`src/rtl/request_frame_assembler.sv`:
```
// Assembles instruction/address (and optional XOR checksum) bytes from the UART
// receiver into a request presented to the main state machine via REQ_VALID/REQ_ACK.
module request_frame_assembler #(
  parameter int INSTR_W        = 3,
  parameter int ADDR_W         = 5,
  parameter int CHECK_EN       = 0,
  parameter int TIMEOUT_CYCLES = 2_500_000
) (
  input  logic               CLK,
  input  logic               RST_N,
  input  logic               RX_VALID,
  input  logic [7:0]         RX_DATA,
  input  logic               REQ_ACK,
  input  logic               CONTINUOUS_EN,
  output logic [INSTR_W-1:0] INSTR,
  output logic [ADDR_W-1:0]  ADDR,
  output logic               REQ_VALID,
  output logic               FRAME_ERR,
  output logic               OVERRUN
);

  localparam int TW = $clog2(TIMEOUT_CYCLES);

  typedef enum logic [1:0] {S_INSTR, S_ADDR, S_CHK} state_t;

  state_t             state_q, state_d;
  logic [TW-1:0]      timer_q, timer_d;
  logic [7:0]         ib_q, ib_d, ab_q, ab_d;
  logic [INSTR_W-1:0] instr_q, instr_d;
  logic [ADDR_W-1:0]  addr_q, addr_d;
  logic               valid_q, valid_d;
  logic               ferr_q, ferr_d;
  logic               ovr_q, ovr_d;
  logic               timeout, commit, drop;

  always_comb begin
    state_d = state_q;
    timer_d = '0;
    ib_d    = ib_q;
    ab_d    = ab_q;
    commit  = 1'b0;
    drop    = 1'b0;
    timeout = (state_q != S_INSTR) && !RX_VALID &&
              (timer_q == TW'(TIMEOUT_CYCLES - 1));

    // A byte arriving on the timeout cycle takes priority and restarts the timer.
    case (state_q)
      S_INSTR: begin
        if (RX_VALID) begin
          ib_d    = RX_DATA;
          state_d = S_ADDR;
        end
      end
      S_ADDR: begin
        if (RX_VALID) begin
          ab_d = RX_DATA;
          if (CHECK_EN != 0) begin
            state_d = S_CHK;
          end else begin
            commit  = 1'b1;
            state_d = S_INSTR;
          end
        end else if (timeout) begin
          drop    = 1'b1;
          state_d = S_INSTR;
        end else begin
          timer_d = timer_q + TW'(1);
        end
      end
      S_CHK: begin
        if (RX_VALID) begin
          state_d = S_INSTR;
          if (RX_DATA == (ib_q ^ ab_q)) commit = 1'b1;
          else                          drop   = 1'b1;
        end else if (timeout) begin
          drop    = 1'b1;
          state_d = S_INSTR;
        end else begin
          timer_d = timer_q + TW'(1);
        end
      end
      default: state_d = S_INSTR;
    endcase

    instr_d = instr_q;
    addr_d  = addr_q;
    valid_d = valid_q;
    ovr_d   = 1'b0;
    ferr_d  = drop;
    // A commit always wins over an ACK in the same cycle; only an un-ACKed overwrite is an overrun.
    if (commit) begin
      instr_d = ib_d[INSTR_W-1:0];
      addr_d  = ab_d[ADDR_W-1:0];
      valid_d = 1'b1;
      ovr_d   = valid_q && !REQ_ACK;
    end else if (REQ_ACK && valid_q && !CONTINUOUS_EN) begin
      valid_d = 1'b0;
    end
  end

  always_ff @(posedge CLK or negedge RST_N) begin
    if (!RST_N) begin
      state_q <= S_INSTR;
      timer_q <= '0;
      ib_q    <= '0;
      ab_q    <= '0;
      instr_q <= '0;
      addr_q  <= '0;
      valid_q <= 1'b0;
      ferr_q  <= 1'b0;
      ovr_q   <= 1'b0;
    end else begin
      state_q <= state_d;
      timer_q <= timer_d;
      ib_q    <= ib_d;
      ab_q    <= ab_d;
      instr_q <= instr_d;
      addr_q  <= addr_d;
      valid_q <= valid_d;
      ferr_q  <= ferr_d;
      ovr_q   <= ovr_d;
    end
  end

  assign INSTR     = instr_q;
  assign ADDR      = addr_q;
  assign REQ_VALID = valid_q;
  assign FRAME_ERR = ferr_q;
  assign OVERRUN   = ovr_q;

endmodule

```
`config.mk`:
```
export PLATFORM = sky130hd
export DESIGN_NAME = request_frame_assembler
export DESIGN_NICKNAME = d
export VERILOG_FILES = /design/src/rtl/request_frame_assembler.sv
export SDC_FILE = /design/constraint.sdc
export NUM_CORES = 1
export LEC_CHECK = 0
export ABC_AREA = 1
export CAP_MARGIN = 20
export CORE_ASPECT_RATIO = 1.2
export CORE_MARGIN = 2
export CORE_UTILIZATION = 54
export CTS_CLUSTER_SIZE = 12
export DETAILED_ROUTE_END_ITERATION = 12
export GPL_TIMING_DRIVEN = 0
export PLACE_DENSITY = 0.78
export SETUP_SLACK_MARGIN = 0.05
export SLEW_MARGIN = 20
export SYNTH_ARGS = -nofsm -noshare
export SYNTH_HDL_FRONTEND = slang
export SYNTH_SLANG_ARGS = --single-unit
```
`constraint.sdc`:
```
create_clock -name CLK -period 1.83 [get_ports CLK]
set_clock_uncertainty 0.05 [all_clocks]
set_input_delay 0.2745 -clock CLK [delete_from_list [all_inputs] [get_ports CLK]]
set_output_delay 0.2745 -clock CLK [all_outputs]
set_load 0.01 [all_outputs]
```
==> out/metrics.cfg <==
[cts]
h-tree-depth=2
cts-buffers-inserted=5
clk-insertion-delay-late_ps=300
cts_max_path_buffers=2
post_cts_buffers=0
path_clk_slew_ps=80
cts_tree=built
cts_sinks=37
cts_root_buffer=clkbuf_8

[timing]
slew_headroom_pct=74.7
post-route-min-period_ps=1630
period_share_pct=89.2
worstMarginPinSlew_ps=380
finalMaxSlewViolations=0
rsz0062_at_grt=false
fmax_mhz=612
hold_viol=0
setup_viol=0

[global_routing]
grt_pass1_vias=1419
grt_usage_pct=20.7
grt_pass1_wl_mm=5.95
antenna_found_initial=0
grt_max_degree=24
grt-ovfl-total=0

[floorplan]
die_w_um=57.4
die_h_um=68.1
num_rows=23
start_util_pct=55.8
io_pins=24
core_region_area_um2=3310
die_area_um2=3910

[yosys]
synth-seq-cells=37
synth.distinct_cells=22
synth.area.top_cells=dfrtp_1, nand2_1, nor2_1, nand3_1, inv_1
yosys-top-cells-count=nand2_1, nor2_1, dfrtp_1, inv_1, nand3_1
yosys.area.top_type_share_pct=50.1
yosys.area.top_type=dfrtp_1
synthFlopType=dfrtp_1
synth-edff-count=0
synth_warnings=0
synth_area_um2=1850
async_reset_ff_share_pct=100
synth.most_common_cell=nand2_1
synth_cells=227
synth-seq-area-share_pct=50.1
synth.avg_cell_area_um2=8.14
synth_nets=241

[drt]
drt-wirelength-per-cell_um=12.1
firstDrtPassIters=4
ant_nets=0
vias=1474
drc=0
routed_wirelength_mm=3.56
via_per_inst=5.01
drt_iter0_markers=51

[power]
switching_share_pct=24.9
power.switching_mw=0.493
p_seq_share_pct=46.8
p_leak_nw=0.997
p_comb_share_pct=15.5
intPower_mw=1.49
ir_drop_uv=946
power_frac_clock_pct=37.7
powerDensity_nw_per_um2=882

[setup_path]
worstSetupPathType=reg -> reg
end_kind=flip-flop
crit_slowest_cell=dfrtp_1
crit_family=simple AND/OR/NAND/NOR gates
critPathLaunchType=flip-flop
worst-r2r-cell-count=9
worstSetupPathDepth=9
slowest_delay_ps=380
critPathBufInv=2
worstPathMaxFanout=10
critPathRequiredTime_ps=1970
path_common_cell=nand2_1
path_cells=ha_1 > nand2_1 > inv_1 > nand2_1 > nor2_1 > nand3_4 > nand2_4 > buf_12 > nor2_2
critPathArrivalTime_ps=1770

[place]
portBuffers=20
hpwl_mm=2.67
dp.cells=285
place_congestion=0.846
placed_cell_area_um2=2120

[hold_path]
holdCritPathClass=in -> async

[flow_run]
drv_cap=0

[layout]
diodes=0
area_growth_pct=21.6
fin_area_um2=2250
layout.cells.non_filler=294
drive_gt1_share_pct=12.5
fin_nets=270

[run_status]
status=finished clean

## power by group through the flow
stage / clock, mW / sequential [mW] / combinational (mW)
floorplan: 0 / 0.962 / 0.115
global placement: 0 / 0.940 / 0.300
detailed placement: 0 / 0.940 / 0.313
CTS: 0.753 / 0.928 / 0.314
global route: 0.793 / 0.934 / 0.343
finish: 0.748 / 0.927 / 0.308
## what timing repair did
action	CTS	global route
hold endpoints to repair	14	0
gates resized for setup	0	0
hold buffers	1	0
## flip-flops by register name (all words and copies together) (netlist names)
register and flops:
timer_q 22, ADDR 5, INSTR 3, ib_q 3, FRAME_ERR 1, OVERRUN 1, REQ_VALID 1, state_q 1
## cells in the final DEF (no fill, tap or decap), types with 3 or more instances in the layout
cell / count
a21oi_1: 8
clkbuf_8: 6
clkdlybuf4s50_1: 19
dfrtp_1: 37
inv_1: 22
nand2_1: 54
nand2_2: 3
nand3_1: 18
nand4_1: 5
nor2_1: 42
nor2_2: 13
nor3_1: 3
o21ai_0: 4
xnor2_1: 6
xor2_1: 3
## path summary, 6_finish.rpt
| kind | from | to | slack, ps |
|---|---|---|---|
| setup / recovery | timer_q[0] | timer_q[13] | 200 |
| hold / removal | RST_N | FRAME_ERR | 370 |
| setup reg to reg | timer_q[0] | timer_q[13] | 200 |
| hold reg to reg | timer_q[0] | timer_q[0] | 420 |
| max in group asynchronous | RST_N | timer_q[2] | 930 |
| min in group CLK | timer_q[0] | timer_q[0] | 420 |
## worst reg2reg max path: stages (launching register included)
cell and delay (ps):
dfrtp_1 380, ha_1 180, nand2_1 70, inv_1 100, nand2_1 80, nor2_1 170
nand3_4 150, nand2_4 150, buf_12 150, nor2_2 50
## metal layers
metal  up-vias  global-route usage [%]  wire (um)
li1        769                       -          -
met1       662                    23.5       1550
met2        32                    34.1       1760
met3        11                    6.81        158
met4         0                    11.9         94
met5         -                       0          0
## through the flow
stage | worst slack, ps | hold WS [ps] | power, mW | utilization, % | TNS [ps]
3_5_place_dp | 187 | 169 | 1.25 | 64.0 | 0
5_1_grt | 64.4 | 392 | 2.07 | 67.9 | 0
4_1_cts | 177 | 385 | 2.00 | 67.9 | 0
2_1_floorplan | 375 | -71.1 | 1.08 | - | 0
3_3_place_gp | -399 | 408 | 1.24 | 63.3 | -14700
6_report | 197 | 373 | 1.98 | 67.9 | 0
## layout make-up
class                           count  area [um^2]
Buffer                              2         23.8
Tap cell                           37         46.3
Inverter                           23         86.3
Sequential cell                    37          926
Clock buffer                        6         82.6
Timing Repair Buffer               22          233
Multi-Input combinational cell    165          812
Clock inverter                      2         37.5
Fill cell                         264         1060
## cell families after synthesis
logic type / share of synthesized area, %
adder cells (fa/ha/maj): 0.677
AND/OR/NAND/NOR: 35.3
flip-flops: 50.1
AO/OA/AOI/OAI: 3.66
XOR/XNOR: 4.27
buffers and inverters: 5.96
Power figures use the tool's default switching activity.
